<file path="src/rtl/processor_pkg.sv">
// Shared processor-side constants used by the output data buffer.
package processor_pkg;

    // Width of the processor Output_Data bus.
    localparam int unsigned DATA_WIDTH     = 16;
    // Default number of entries in the output buffer FIFO.
    localparam int unsigned OUT_BUF_DEPTH  = 8;
    // Width of the saturating dropped-word counter.
    localparam int unsigned DROP_CNT_WIDTH = 8;

endpackage : processor_pkg

</file>
<file path="src/rtl/output_buffer_ram.sv">
// Storage array for the output data buffer: synchronous write, asynchronous read.
// Ports:
//   clk      - write clock
//   we       - write enable
//   wr_addr  - write address
//   wr_data  - write data
//   rd_addr  - read address
//   rd_data  - read data (combinational from rd_addr)
module output_buffer_ram
    import processor_pkg::*;
#(
    parameter int unsigned  DATA_WIDTH = processor_pkg::DATA_WIDTH,
    parameter int unsigned  DEPTH      = processor_pkg::OUT_BUF_DEPTH,
    localparam int unsigned PTR_WIDTH  = $clog2(DEPTH)
) (
    input  logic                  clk,
    input  logic                  we,
    input  logic [PTR_WIDTH-1:0]  wr_addr,
    input  logic [DATA_WIDTH-1:0] wr_data,
    input  logic [PTR_WIDTH-1:0]  rd_addr,
    output logic [DATA_WIDTH-1:0] rd_data
);

    logic [DATA_WIDTH-1:0] mem [DEPTH];

    // Contents are don't-care after reset, so the array carries no reset.
    always_ff @(posedge clk) begin
        if (we) begin
            mem[wr_addr] <= wr_data;
        end
    end

    assign rd_data = mem[rd_addr];

endmodule : output_buffer_ram

</file>
<file path="src/rtl/output_data_buffer.sv">
// Show-ahead FIFO capturing processor Output_Data words for a valid/ready consumer.
// Optional feature macro: OUTPUT_BUFFER_DROP_COUNT_EN (adds a saturating Drop_Count).
// Ports:
//   Clock, Reset_n - clock and asynchronous active-low reset
//   In_Data, In_Write - processor word and its write strobe
//   In_Full        - FIFO holds DEPTH entries
//   Out_Data, Out_Valid, Out_Ready - consumer handshake (Out_Data is 0 when empty)
//   Count          - occupancy 0..DEPTH
//   Overflow       - sticky: at least one word was dropped
//   Clear          - synchronous flush, highest priority
//   Drop_Count     - (macro only) saturating count of dropped words
module output_data_buffer
#(
    parameter int unsigned  DATA_WIDTH = processor_pkg::DATA_WIDTH,
    parameter int unsigned  DEPTH      = processor_pkg::OUT_BUF_DEPTH,
    localparam int unsigned PTR_WIDTH  = $clog2(DEPTH)
) (
    input  logic                  Clock,
    input  logic                  Reset_n,
    input  logic [DATA_WIDTH-1:0] In_Data,
    input  logic                  In_Write,
    output logic                  In_Full,
    output logic [DATA_WIDTH-1:0] Out_Data,
    output logic                  Out_Valid,
    input  logic                  Out_Ready,
    output logic [PTR_WIDTH:0]    Count,
    output logic                  Overflow,
`ifdef OUTPUT_BUFFER_DROP_COUNT_EN
    output logic [processor_pkg::DROP_CNT_WIDTH-1:0] Drop_Count,
`endif
    input  logic                  Clear
);

    import processor_pkg::*;

    localparam int unsigned CNT_WIDTH = PTR_WIDTH + 1;

    logic [PTR_WIDTH-1:0]  wr_ptr;
    logic [PTR_WIDTH-1:0]  rd_ptr;
    logic [CNT_WIDTH-1:0]  count;
    logic [CNT_WIDTH-1:0]  count_next;
    logic [DATA_WIDTH-1:0] rd_data;
    logic                  pop_c;
    logic                  push_c;
    logic                  drop_c;

    // Handshake decode; a pop at full frees the slot the same-cycle push uses.
    always_comb begin
        pop_c  = Out_Valid && Out_Ready && !Clear;
        push_c = In_Write && (!In_Full || pop_c) && !Clear;
        drop_c = In_Write && In_Full && !pop_c && !Clear;
    end

    // Next occupancy; Clear overrides any push/pop.
    always_comb begin
        count_next = count;
        if (Clear) begin
            count_next = '0;
        end else if (push_c && !pop_c) begin
            count_next = count + CNT_WIDTH'(1);
        end else if (pop_c && !push_c) begin
            count_next = count - CNT_WIDTH'(1);
        end
    end

    // Pointers, occupancy and the registered flags derived from it.
    always_ff @(posedge Clock or negedge Reset_n) begin
        if (!Reset_n) begin
            wr_ptr    <= '0;
            rd_ptr    <= '0;
            count     <= '0;
            In_Full   <= 1'b0;
            Out_Valid <= 1'b0;
        end else begin
            if (Clear) begin
                wr_ptr <= '0;
                rd_ptr <= '0;
            end else begin
                if (push_c) wr_ptr <= wr_ptr + PTR_WIDTH'(1);
                if (pop_c)  rd_ptr <= rd_ptr + PTR_WIDTH'(1);
            end
            count     <= count_next;
            In_Full   <= (count_next == CNT_WIDTH'(DEPTH));
            Out_Valid <= (count_next != '0);
        end
    end

`ifdef OUTPUT_BUFFER_DROP_COUNT_EN
    logic [DROP_CNT_WIDTH-1:0] drop_count;
    logic [DROP_CNT_WIDTH-1:0] drop_count_next;

    // Saturating drop counter; Overflow is simply "any drops recorded".
    always_comb begin
        drop_count_next = drop_count;
        if (Clear) begin
            drop_count_next = '0;
        end else if (drop_c && (drop_count != '1)) begin
            drop_count_next = drop_count + DROP_CNT_WIDTH'(1);
        end
    end

    always_ff @(posedge Clock or negedge Reset_n) begin
        if (!Reset_n) begin
            drop_count <= '0;
            Overflow   <= 1'b0;
        end else begin
            drop_count <= drop_count_next;
            Overflow   <= (drop_count_next != '0);
        end
    end

    assign Drop_Count = drop_count;
`else
    // Sticky overflow flag.
    always_ff @(posedge Clock or negedge Reset_n) begin
        if (!Reset_n) begin
            Overflow <= 1'b0;
        end else if (Clear) begin
            Overflow <= 1'b0;
        end else if (drop_c) begin
            Overflow <= 1'b1;
        end
    end
`endif

    output_buffer_ram #(
        .DATA_WIDTH (DATA_WIDTH),
        .DEPTH      (DEPTH)
    ) u_ram (
        .clk     (Clock),
        .we      (push_c),
        .wr_addr (wr_ptr),
        .wr_data (In_Data),
        .rd_addr (rd_ptr),
        .rd_data (rd_data)
    );

    assign Count    = count;
    // Head word is masked to zero while empty.
    assign Out_Data = Out_Valid ? rd_data : '0;

endmodule : output_data_buffer

</file>
<file path="config.mk">
export PLATFORM = sky130hd
export DESIGN_NAME = output_data_buffer
export DESIGN_NICKNAME = d
export VERILOG_FILES = /design/src/rtl/processor_pkg.sv /design/src/rtl/output_buffer_ram.sv /design/src/rtl/output_data_buffer.sv
export SDC_FILE = /design/constraint.sdc
export NUM_CORES = 1
export LEC_CHECK = 0
export BUFFER_PORTS_ARGS = -buffer_cell sky130_fd_sc_hd__buf_2
export CAP_MARGIN = 30
export CORE_ASPECT_RATIO = 0.9
export CORE_MARGIN = 2
export CORE_UTILIZATION = 45
export DETAILED_ROUTE_END_ITERATION = 6
export HOLD_SLACK_MARGIN = 0.08
export PLACE_DENSITY = 0.71
export REMOVE_ABC_BUFFERS = 1
export SLEW_MARGIN = 20
export SYNTH_ARGS = -nofsm -noshare
export SYNTH_HDL_FRONTEND = slang
export SYNTH_SLANG_ARGS = --single-unit
</file>
<file path="constraint.sdc">
create_clock -name Clock -period 4.3 [get_ports Clock]
set_input_delay 0 -clock Clock [delete_from_list [all_inputs] [get_ports Clock]]
set_output_delay 0 -clock Clock [all_outputs]
set_load 0.02 [all_outputs]
</file>
==> results.toml, run 1 <==
[grt]
antenna_found_initial = 0
first_global_vias = 3168
track_usage_pct = 17.5
grt_pass1_wl_um = 17100
grt_max_degree = 35
grt_remaining_overflow = 0

[yosys]
synth_xor_area_share_pct = 1.08
synth.avg_cell_area_sq_um = 19.7
synth_seq_cells = 141
synth_top_family_by_area = "multiplexers"
synthCells = 288
yosysWarnings = 0
ys_seq_area_share_pct = 73.5
yosys.area_share.simple_pct = 5.43
yosys.area_share.adder_pct = 0.882
synthMuxAreaShare_pct = 15.5
synth-compound-area-share_pct = 2.23
synth_area_sq_mm = 0.00567
synth.distinct_cells = 34

[clock_tree]
postCtsSetupRepairBufs = 0
clock_latency_ps = 420
cts-buffers-inserted = 17
clk_pin_slew_worst_paths_ps = 50
htreeDepth = 4
clockBufferDepth = 2
clock-sinks = 141
clock_tree.root_cell = "clkbuf_16"
cts_tree = "yes"

[worst_setup_path]
critPathBufInv = 1
reg2reg_depth = 5
worstSetupPathType = "reg -> reg"
cp.required_ps = 4410
r2r-start = "Out_Valid"
slowest_stage = "dfrtp_1"
endpoint = "u_ram.mem[4][11]"
rrSetupSlack_ps = 1520
path_cells = "a21bo_2, nand2_1, or3_1, nor2_1, buf_4"
crit_cells = 5
worstPathMaxFanout = 23
critPathMaxStageDelay_ps = 800
crit_path_start = "Out_Valid"
endpoint_kind = "flip-flop"
cp-start-kind = "flip-flop"
cp_top_family = "simple AND/OR/NAND/NOR gates"
cp_data_arrival_time_ps = 2880
reg2reg_to = "u_ram.mem[4][11]"

[finish]
fillCellCount = 929
fin_nets = 394
antenna_cells = 0
drive_gt1_share_pct = 31.8
final_core_util_pct = 57.0
syn_to_final_growth_pct = 22.3

[timing]
timing.setup.tns_ps = 0
rsz0062_at_grt = "no"
final_hold_viol_count = 0
clock-skew-final_ps = 9.96
worst_slew_pin_slew_ps = 721
final.min_clock_period_ps = 2780
relSlewSlack_pct = 51.9
setup_viol = 0
fmax_mhz = 360
fin_ws_ps = 1520
finalCritPeriodShare_pct = 64.6
slew_viol_final = 0

[detailed_routing]
firstDrtPassIters = 4
antenna_left = 0
wl_per_cell_um = 19.9
via_per_inst = 5.40
finalWirelength_um = 10700
drtIter0Drc = 277
drcViolationCount = 0
vias = 2920

[floorplan]
die_w_um = 122
dieArea_sq_mm = 0.0135
dieHeight_um = 111
std_cell_rows = 38
num_io_pins = 44
initial_utilization_pct = 46.6
coreArea_sq_mm = 0.0122

[placement]
gp_congestion = 0.830
hpwl_um = 6550
place_ws_ps = 1500
portBuffers = 43

[run]
drv_cap = 0

[pwr]
sw_frac_of_total_pct = 22.4
clock_power_share_pct = 42.7
seqPwrFrac_pct = 46.9
p_sw_uw = 751
worst_ir_drop_vdd_mv = 0.252
p_leak_nw = 2.38
power.density_mw_per_mm2 = 483
p_int_mw = 2.60
combPwrFrac_pct = 10.4

[status]
status = "finished clean"

[worst_hold_path]
hold_path.class = "in -> reg"
==> synth_stat cells <==
master     instances  share of area [%]
edfxtp_1         128                 68
ha_1               4               0.88
or3_1              1               0.11
nor3_1             3               0.26
or3b_4             1               0.20
dfrtp_1           13                5.7
inv_1              2               0.13
buf_4              1               0.13
clkbuf_1           7               0.46
o221ai_1           1               0.15
mux2i_1           16                2.8
nor2_1            14               0.93
a22oi_1            1               0.13
and3b_1            2               0.31
a41oi_1            1               0.15
xnor2_1            3               0.46
a2111oi_4          1               0.49
xor2_1             4               0.62
a21bo_2            1               0.18
a31oi_1            1               0.11
o21bai_1           1               0.13
nand2b_1           3               0.33
mux4_2            32                 13
nand2_1            7               0.46
o31ai_1            1               0.13
nand4b_1           2               0.31
nor2b_1           17                1.9
a22o_1             1               0.15
nand3_1            4               0.35
a31o_2             1               0.15
and4b_1            1               0.18
a21oi_1            5               0.44
buf_2              7               0.62
and2_1             1               0.11
==> layout make-up <==
type	count	area (sq um)	share of cell area (%)
Timing Repair Buffer	77	546	7.86
Tap cell	160	200	2.88
Inverter	2	7.51	0.108
Clock inverter	11	143	2.06
Clock buffer	20	437	6.29
Sequential cell	141	4170	60.1
Multi-Input combinational cell	130	1440	20.7
==> per-stage QoR <==
stage	instance area [sq um]	total power, mW	hold slack [ps]	std cells
2_1_floorplan	5600	1.82	-296	273
3_3_place_gp	6110	1.93	-90.7	487
3_5_place_dp	6140	1.94	-82.9	488
4_1_cts	6940	3.39	384	541
5_1_grt	6940	3.47	415	541
6_report	6940	3.35	393	541
==> kinds of logic (layout without fill, tap and decap cells) <==
| kind of cell | Yosys count | in the layout |
|---|---|---|
| DFF | 141 | 141 |
| and+or+nand+nor | 56 | 56 |
| muxes | 48 | 48 |
| buffers and inverters | 17 | 110 |
| AOI/OAI and AO/OA | 15 | 15 |
| xor gates and xnor gates | 7 | 7 |
| adders and majority gates | 4 | 4 |
==> power groups by stage <==
stage / clock network, mW / registers, mW / logic, mW
floorplan: 0 / 1.61 / 0.206
global placement: 0 / 1.60 / 0.329
detailed placement: 0 / 1.60 / 0.337
CTS: 1.46 / 1.57 / 0.354
global route: 1.51 / 1.58 / 0.380
finish: 1.43 / 1.57 / 0.350
==> routing by layer <==
metal  track usage (%)  up-vias  share of wire [%]
met5                 0        -                  0
met2              28.4       57                 53
li1                  -     1321                  -
met4              8.74        0                1.2
met1              22.3     1533                 42
met3              3.67        9                3.6
==> what timing repair did <==
action | 4_1_cts | 5_1_grt
hold buffers | 22 | 0
endpoints found under the hold margin | 154 | 0
gates resized for setup | 0 | 0
==> cells in the final DEF (no fill, tap or decap), types with 4 or more instances in the layout <==
master	synthesis	final
nor2b_1	17	17
nand3_1	4	4
nand2_1	7	7
mux2i_1	16	16
nor2_1	14	14
clkbuf_16	0	17
buf_2	7	43
a21oi_1	5	5
edfxtp_1	128	128
xor2_1	4	4
buf_4	1	11
dfrtp_1	13	12
ha_1	4	4
dlygate4sd3_1	0	22
mux4_2	32	32
==> sequential cells by signal (all words and copies together), names as in the netlist <==
name / flops
u_ram.mem: 128
Count: 4
rd_ptr: 3
wr_ptr: 3
In_Full: 1
Out_Valid: 1
Overflow: 1
==> how the worst min path moves through the flow <==
stage	startpoint	end	slack, ps	cells after the start
after floorplan	Reset_n	Count[0]	-300	0
after global routing	In_Data[8]	u_ram.mem[7][8]	420	2
after global placement	Reset_n	Count[3]	-90	1
after detailed placement	Reset_n	Count[3]	-80	1
final	In_Data[1]	u_ram.mem[7][1]	390	2
after CTS	In_Data[8]	u_ram.mem[7][8]	380	2
No activity file was read; power rests on OpenSTA's default activity.
==> run 2, diff against run 1 <==
--- a/config.mk
+++ b/config.mk
@@ -5,6 +5,7 @@
 export SDC_FILE = /design/constraint.sdc
 export NUM_CORES = 1
 export LEC_CHECK = 0
+export ABC_AREA = 1
 export BUFFER_PORTS_ARGS = -buffer_cell sky130_fd_sc_hd__buf_2
 export CAP_MARGIN = 30
 export CORE_ASPECT_RATIO = 0.9
@@ -12,7 +13,7 @@
 export CORE_UTILIZATION = 45
 export DETAILED_ROUTE_END_ITERATION = 6
 export HOLD_SLACK_MARGIN = 0.08
-export PLACE_DENSITY = 0.71
+export PLACE_DENSITY = 0.73
 export REMOVE_ABC_BUFFERS = 1
 export SLEW_MARGIN = 20
 export SYNTH_ARGS = -nofsm -noshare
==> constraint.sdc (replaced) <==
create_clock -name Clock -period 2.45 [get_ports Clock]
set_input_delay 0 -clock Clock [delete_from_list [all_inputs] [get_ports Clock]]
set_output_delay 0 -clock Clock [all_outputs]
set_load 0.02 [all_outputs]
==> run 2 against run 1 <==
- critical path depth rose by 2
- combinational power rose to 2.7 times the previous value
- register-to-register slack got worse by 800 ps
- die area rose by 3.1%
- synthesized cell count rose by 63%
- hold slack got worse by 8.5 ps
- count of clock-buffer cells in the layout fell by 2
- synthesized area rose by 3.2%
- clock power rose by 78%
- global-route usage rose by 1.0 points
==> results.toml, run 2 <==
[detailed_routing]
vias = 3858
dr.max_layer_used = "met4"
finalWirelength_um = 12100
wl_per_cell_um = 16.8
met1_length_um = 5160
drtIter0Drc = 409
antenna_left = 0
wl_met3_um = 745
drcViolationCount = 0
firstDrtPassIters = 4
via_per_inst = 5.36
dr_wl_met2_um = 6030

[placement]
portBuffers = 43
place_inst = 666
dpl_cell_area_sq_mm = 0.00627
gp_congestion = 0.743
place_ws_ps = 629
hpwl_um = 6880

[clock_tree]
postCtsSetupRepairBufs = 0
cts-buffers-inserted = 17
clockBufferDepth = 2
htreeDepth = 4
cts_tree = "yes"
clock_latency_ps = 420
clk_pin_slew_worst_paths_ps = 60
clock-sinks = 141
clock_tree.root_cell = "clkbuf_16"

[yosys]
synth_edf_count = 128
synth_top_area_share_pct = 65.7
synthCells = 469
async_flop_share_pct = 9.22
ys_top_cells_by_count = "edfxtp_1, nor2_1, o21ai_0, nand2_1, o21ai_1"
synthTopCellsByArea = "edfxtp_1, nor2_1, dfrtp_1, o21ai_0, mux2i_1"
yosysMostFrequentCell = "edfxtp_1"
synth_seq_cells = 141
yosys_most_used_dff = "edfxtp_1"
ys_seq_area_share_pct = 71.2
yosysWarnings = 0
synth.distinct_cells = 33
yosys.area.top_type = "edfxtp_1"
synth_area_sq_mm = 0.00585
synth.avg_cell_area_sq_um = 12.5

[floorplan]
initial_utilization_pct = 46.1
num_io_pins = 44
dieHeight_um = 112
dieArea_sq_mm = 0.0139
die_w_um = 124
std_cell_rows = 39
coreArea_sq_mm = 0.0127

[worst_setup_path]
cp.required_ps = 2450
worstPathMaxFanout = 19
slowest_stage = "dfrtp_2"
critPathMaxStageDelay_ps = 410
worstSetupPathType = "reg -> out"
endpoint_kind = "output pin"
path_cells = "inv_1, buf_4, nor2_1, o21ai_0, o21ai_0, nor2_1, buf_2"
critPathBufInv = 3
reg2reg_depth = 7
cp-start-kind = "flip-flop"
cp_data_arrival_time_ps = 2200
crit_cells = 7
cp_top_family = "buffers and inverters"

[run]
drv_cap = 0

[finish]
fin_nets = 568
multi_input_area_sq_mm = 0.00148
fillCellCount = 1020
seqCellArea_sq_mm = 0.00417
stdcell_area_sq_mm = 0.00709
fin_cells = 720
drive_gt1_share_pct = 18.5
final_common_cell = "edfxtp_1"
syn_to_final_growth_pct = 21.2
antenna_cells = 0
mostFrequentLayoutCells = "edfxtp_1, nor2_1, o21ai_0"
regMostFlops = "u_ram.mem"
largest_reg_flops = 128
final_core_util_pct = 55.9

[pwr]
p_sw_mw = 1.60
p_int_mw = 4.60
total_power_mw = 6.21
sw_frac_of_total_pct = 25.8
seqPwrFrac_pct = 44.0
clock_power_share_pct = 41.1
worst_ir_drop_vdd_mv = 0.621
p_leak_nw = 2.62
power.density_mw_per_mm2 = 875
combPwrFrac_pct = 15.0

[grt]
grt_max_degree = 68
grt_remaining_overflow = 0
grt_pass1_wl_um = 19700
track_usage_pct = 18.5
first_global_vias = 3809
antenna_found_initial = 0

[timing]
fin_ws_ps = 249
hold_ws_ps = 385
clock-skew-final_ps = 5.60
rsz0062_at_grt = "no"
fmax_mhz = 454
finalCritPeriodShare_pct = 89.8
relSlewSlack_pct = 55.2
slew_viol_final = 0
setup_viol = 0
final_hold_viol_count = 0
worst_slew_pin_slew_ps = 670
final.min_clock_period_ps = 2200
timing.setup.tns_ps = 0

[worst_hold_path]
hold_depth = 2
hold_path.class = "in -> reg"

[status]
status = "finished clean"
==> run 2: what timing repair did <==
item | 4_1_cts | 5_1_grt
hold endpoints to repair | 148 | 0
setup endpoints to repair | 0 | 1
resized for setup | 0 | 1
hold buffers | 22 | 0
==> run 2: worst register-to-register path, stage by stage, from the launching register on <==
cell and delay [ps]:
dfrtp_1 390, nand2_4 120, nor2_8 140, o21ai_2 90
nor2_4 120, nand2_1 120, nor2_1 100, buf_4 320
==> run 2: final cells by class <==
cell class,count,share of cell area [%]
Clock buffer,18,6.05
Inverter,18,0.970
Sequential cell,141,58.8
Clock inverter,14,2.36
Tap cell,164,2.89
Timing Repair Buffer,80,8.13
Multi-Input combinational cell,285,20.8
==> run 2: path summary, 6_finish.rpt <==
path | slack (ps) | startpoint | endpoint
worst max register to register | 720 | Out_Valid | u_ram.mem[5][14]
worst min-delay path | 380 | In_Data[1] | u_ram.mem[1][1]
min in group asynchronous | 700 | Reset_n | Count[2]
max in group asynchronous | 1280 | Reset_n | rd_ptr[0]
worst min register to register | 610 | wr_ptr[0] | wr_ptr[0]
worst max-delay path | 250 | rd_ptr[0] | Out_Data[4]
==> run 2: cell families (layout without fill, tap and decap cells) <==
group | Yosys count | after routing | synth area share, %
compound gates | 104 | 104 | 9.32
xor+xnor | 3 | 3 | 0.449
fa+ha+maj | 4 | 4 | 0.855
buf+inv | 43 | 130 | 3.55
flops | 141 | 141 | 71.2
mux | 16 | 16 | 2.74
simple gates | 158 | 158 | 11.8
==> run 2: power groups by stage <==
stage	sequential (mW)	clock (mW)	combinational, mW
final	2.73	2.55	0.928
after global routing	2.74	2.69	1.03
after CTS	2.73	2.58	0.930
after detailed placement	2.78	0	0.898
after global placement	2.77	0	0.862
after floorplan	2.86	0	0.489
==> run 2: metal layers <==
| metal | global-route usage [%] | vias to the layer above |
|---|---|---|
| met5 | 0 | - |
| met4 | 7.79 | 0 |
| met3 | 5.20 | 16 |
| met2 | 30.0 | 143 |
| met1 | 23.8 | 1872 |
| li1 | - | 1827 |
==> run 3, diff against run 2 <==
==> constraint.sdc (replaced) <==
create_clock -name Clock -period 2.45 [get_ports Clock]
set_input_delay 0 -clock Clock [delete_from_list [all_inputs] [get_ports Clock]]
set_output_delay 0 -clock Clock [all_outputs]
set_load 0.1 [all_outputs]
==> run 3 against run 2 <==
- power grew 12%
- die area is the same
- design area grew 4.3%
- critical endpoint is now Out_Data[2]
- highest routed layer unchanged
- maximum frequency shrank 4.2%
- register-to-register slack lost 90 ps
- worst setup slack lost 97 ps
- sequential power is essentially flat
==> results.toml, run 3 (same netlist as run 2, synthesis figures left out) <==
[status]
status = "finished clean"

[pwr]
power.density_mw_per_mm2 = 940
worst_ir_drop_vdd_mv = 0.555
p_leak_nw = 2.72

[worst_setup_path]
r2r-start = "Out_Valid"
worstPathMaxFanout = 33
endpoint_kind = "output pin"
cp.required_ps = 2450
rrSetupSlack_ps = 630
worstSetupPathType = "reg -> out"
cp-start-kind = "flip-flop"
cp_data_arrival_time_ps = 2300
crit_path_start = "rd_ptr[0]"

[clock_tree]
clock_tree.root_cell = "clkbuf_16"
cts-buffers-inserted = 17
clock-sinks = 141
clk_pin_slew_worst_paths_ps = 60
clockBufferDepth = 2
htreeDepth = 4
postCtsSetupRepairBufs = 0
cts_tree = "yes"
clock_latency_ps = 410

[timing]
clock-skew-final_ps = 5.23
setup_viol = 0
final.min_clock_period_ps = 2300
hold_ws_ps = 398
worst_slew_pin_slew_ps = 719
fmax_mhz = 435
relSlewSlack_pct = 52.0
timing.setup.tns_ps = 0
final_hold_viol_count = 0
fin_ws_ps = 152
rsz0062_at_grt = "no"
finalCritPeriodShare_pct = 93.8
slew_viol_final = 0

[detailed_routing]
antenna_left = 0
via_per_inst = 5.40
vias = 3929
firstDrtPassIters = 7
drtIter0Drc = 378
finalWirelength_um = 12400
drcViolationCount = 0
wl_per_cell_um = 17.1

[placement]
hpwl_um = 7520
gp_congestion = 0.822
place_inst = 673
portBuffers = 43
place_ws_ps = 551
dpl_cell_area_sq_mm = 0.00658

[grt]
first_global_vias = 3925
grt_pass1_wl_um = 20100
grt_max_degree = 45
grt_remaining_overflow = 0
antenna_found_initial = 0
track_usage_pct = 18.8

[run]
drv_cap = 0

[worst_hold_path]
hold_path.class = "in -> reg"
min-delay-start = "In_Data[1]"

[finish]
syn_to_final_growth_pct = 26.4
stdcell_area_sq_mm = 0.00740
final_common_cell = "edfxtp_1"
fin_cells = 727
antenna_cells = 0
mostFrequentLayoutCells = "edfxtp_1, nor2_1, o21ai_0"
fin_nets = 575
regMostFlops = "u_ram.mem"
largest_reg_flops = 128
drive_gt1_share_pct = 19.5

[floorplan]
initial_utilization_pct = 46.1
std_cell_rows = 39
dieHeight_um = 112
coreArea_sq_mm = 0.0127
num_io_pins = 44
dieArea_sq_mm = 0.0139
die_w_um = 124
==> run 3: cell types whose count changed in the layout (fill, tap and decap cells not counted), sizes merged <==
| cell | previous run | this run |
|---|---|---|
| buf | 58 | 65 |
| clkinvlp | 3 | 2 |
| inv | 19 | 20 |
==> run 3: repair_timing <==
item | in CTS | in global routing
endpoints found under the hold margin | 147 | 0
setup endpoints to repair | 0 | 6
resized for setup | 0 | 2
hold buffers | 22 | 0
==> run 3: routing by layer <==
metal  up-vias  wire, um  track usage [%]
li1       1846         -                -
met1      1908      5110             23.9
met2       154      6280             30.6
met3        21       818             5.86
met4         0       211             7.04
met5         -         0                0
==> run 3: layout make-up <==
type | count | area (sq um)
multi-input combinational | 285 | 1480
inverter | 18 | 68.8
sequential | 141 | 4170
tap | 164 | 205
fill | 1009 | 5290
clock inverter | 14 | 165
clock buffer | 18 | 429
timing repair buffer | 87 | 882
==> run 3: per-stage QoR <==
step	total power, mW	utilization [%]
2_1_floorplan	3.86	-
6_report	6.96	58.3
5_1_grt	7.19	58.3
4_1_cts	6.99	58.3
3_3_place_gp	4.40	51.8
3_5_place_dp	4.43	51.8
==> run 3: worst max-delay path: stages, from the launching register on <==
cell and delay [ps]:
dfrtp_4 580, inv_1 120, buf_4 350, nor2_1 80, o21ai_0 180, o21ai_0 90, nor2_1 260, buf_12 210
==> run 3: where the power goes <==
group          leakage [nW]  internal [mW]  total [mW]  switching [mW]
sequential             1.33           2.69        2.75          0.0535
clock                 0.284           1.60        2.53           0.936
combinational          1.11          0.518        1.67            1.16
total                  2.72           4.81        6.96            2.15
==> run 3: final timing paths <==
check,to,depth (start not counted)
max in group asynchronous,rd_ptr[0],3
min in group asynchronous,Count[0],3
hold / removal,u_ram.mem[6][1],2
hold reg to reg,wr_ptr[0],2
setup / recovery,Out_Data[2],7
setup reg to reg,u_ram.mem[7][8],7
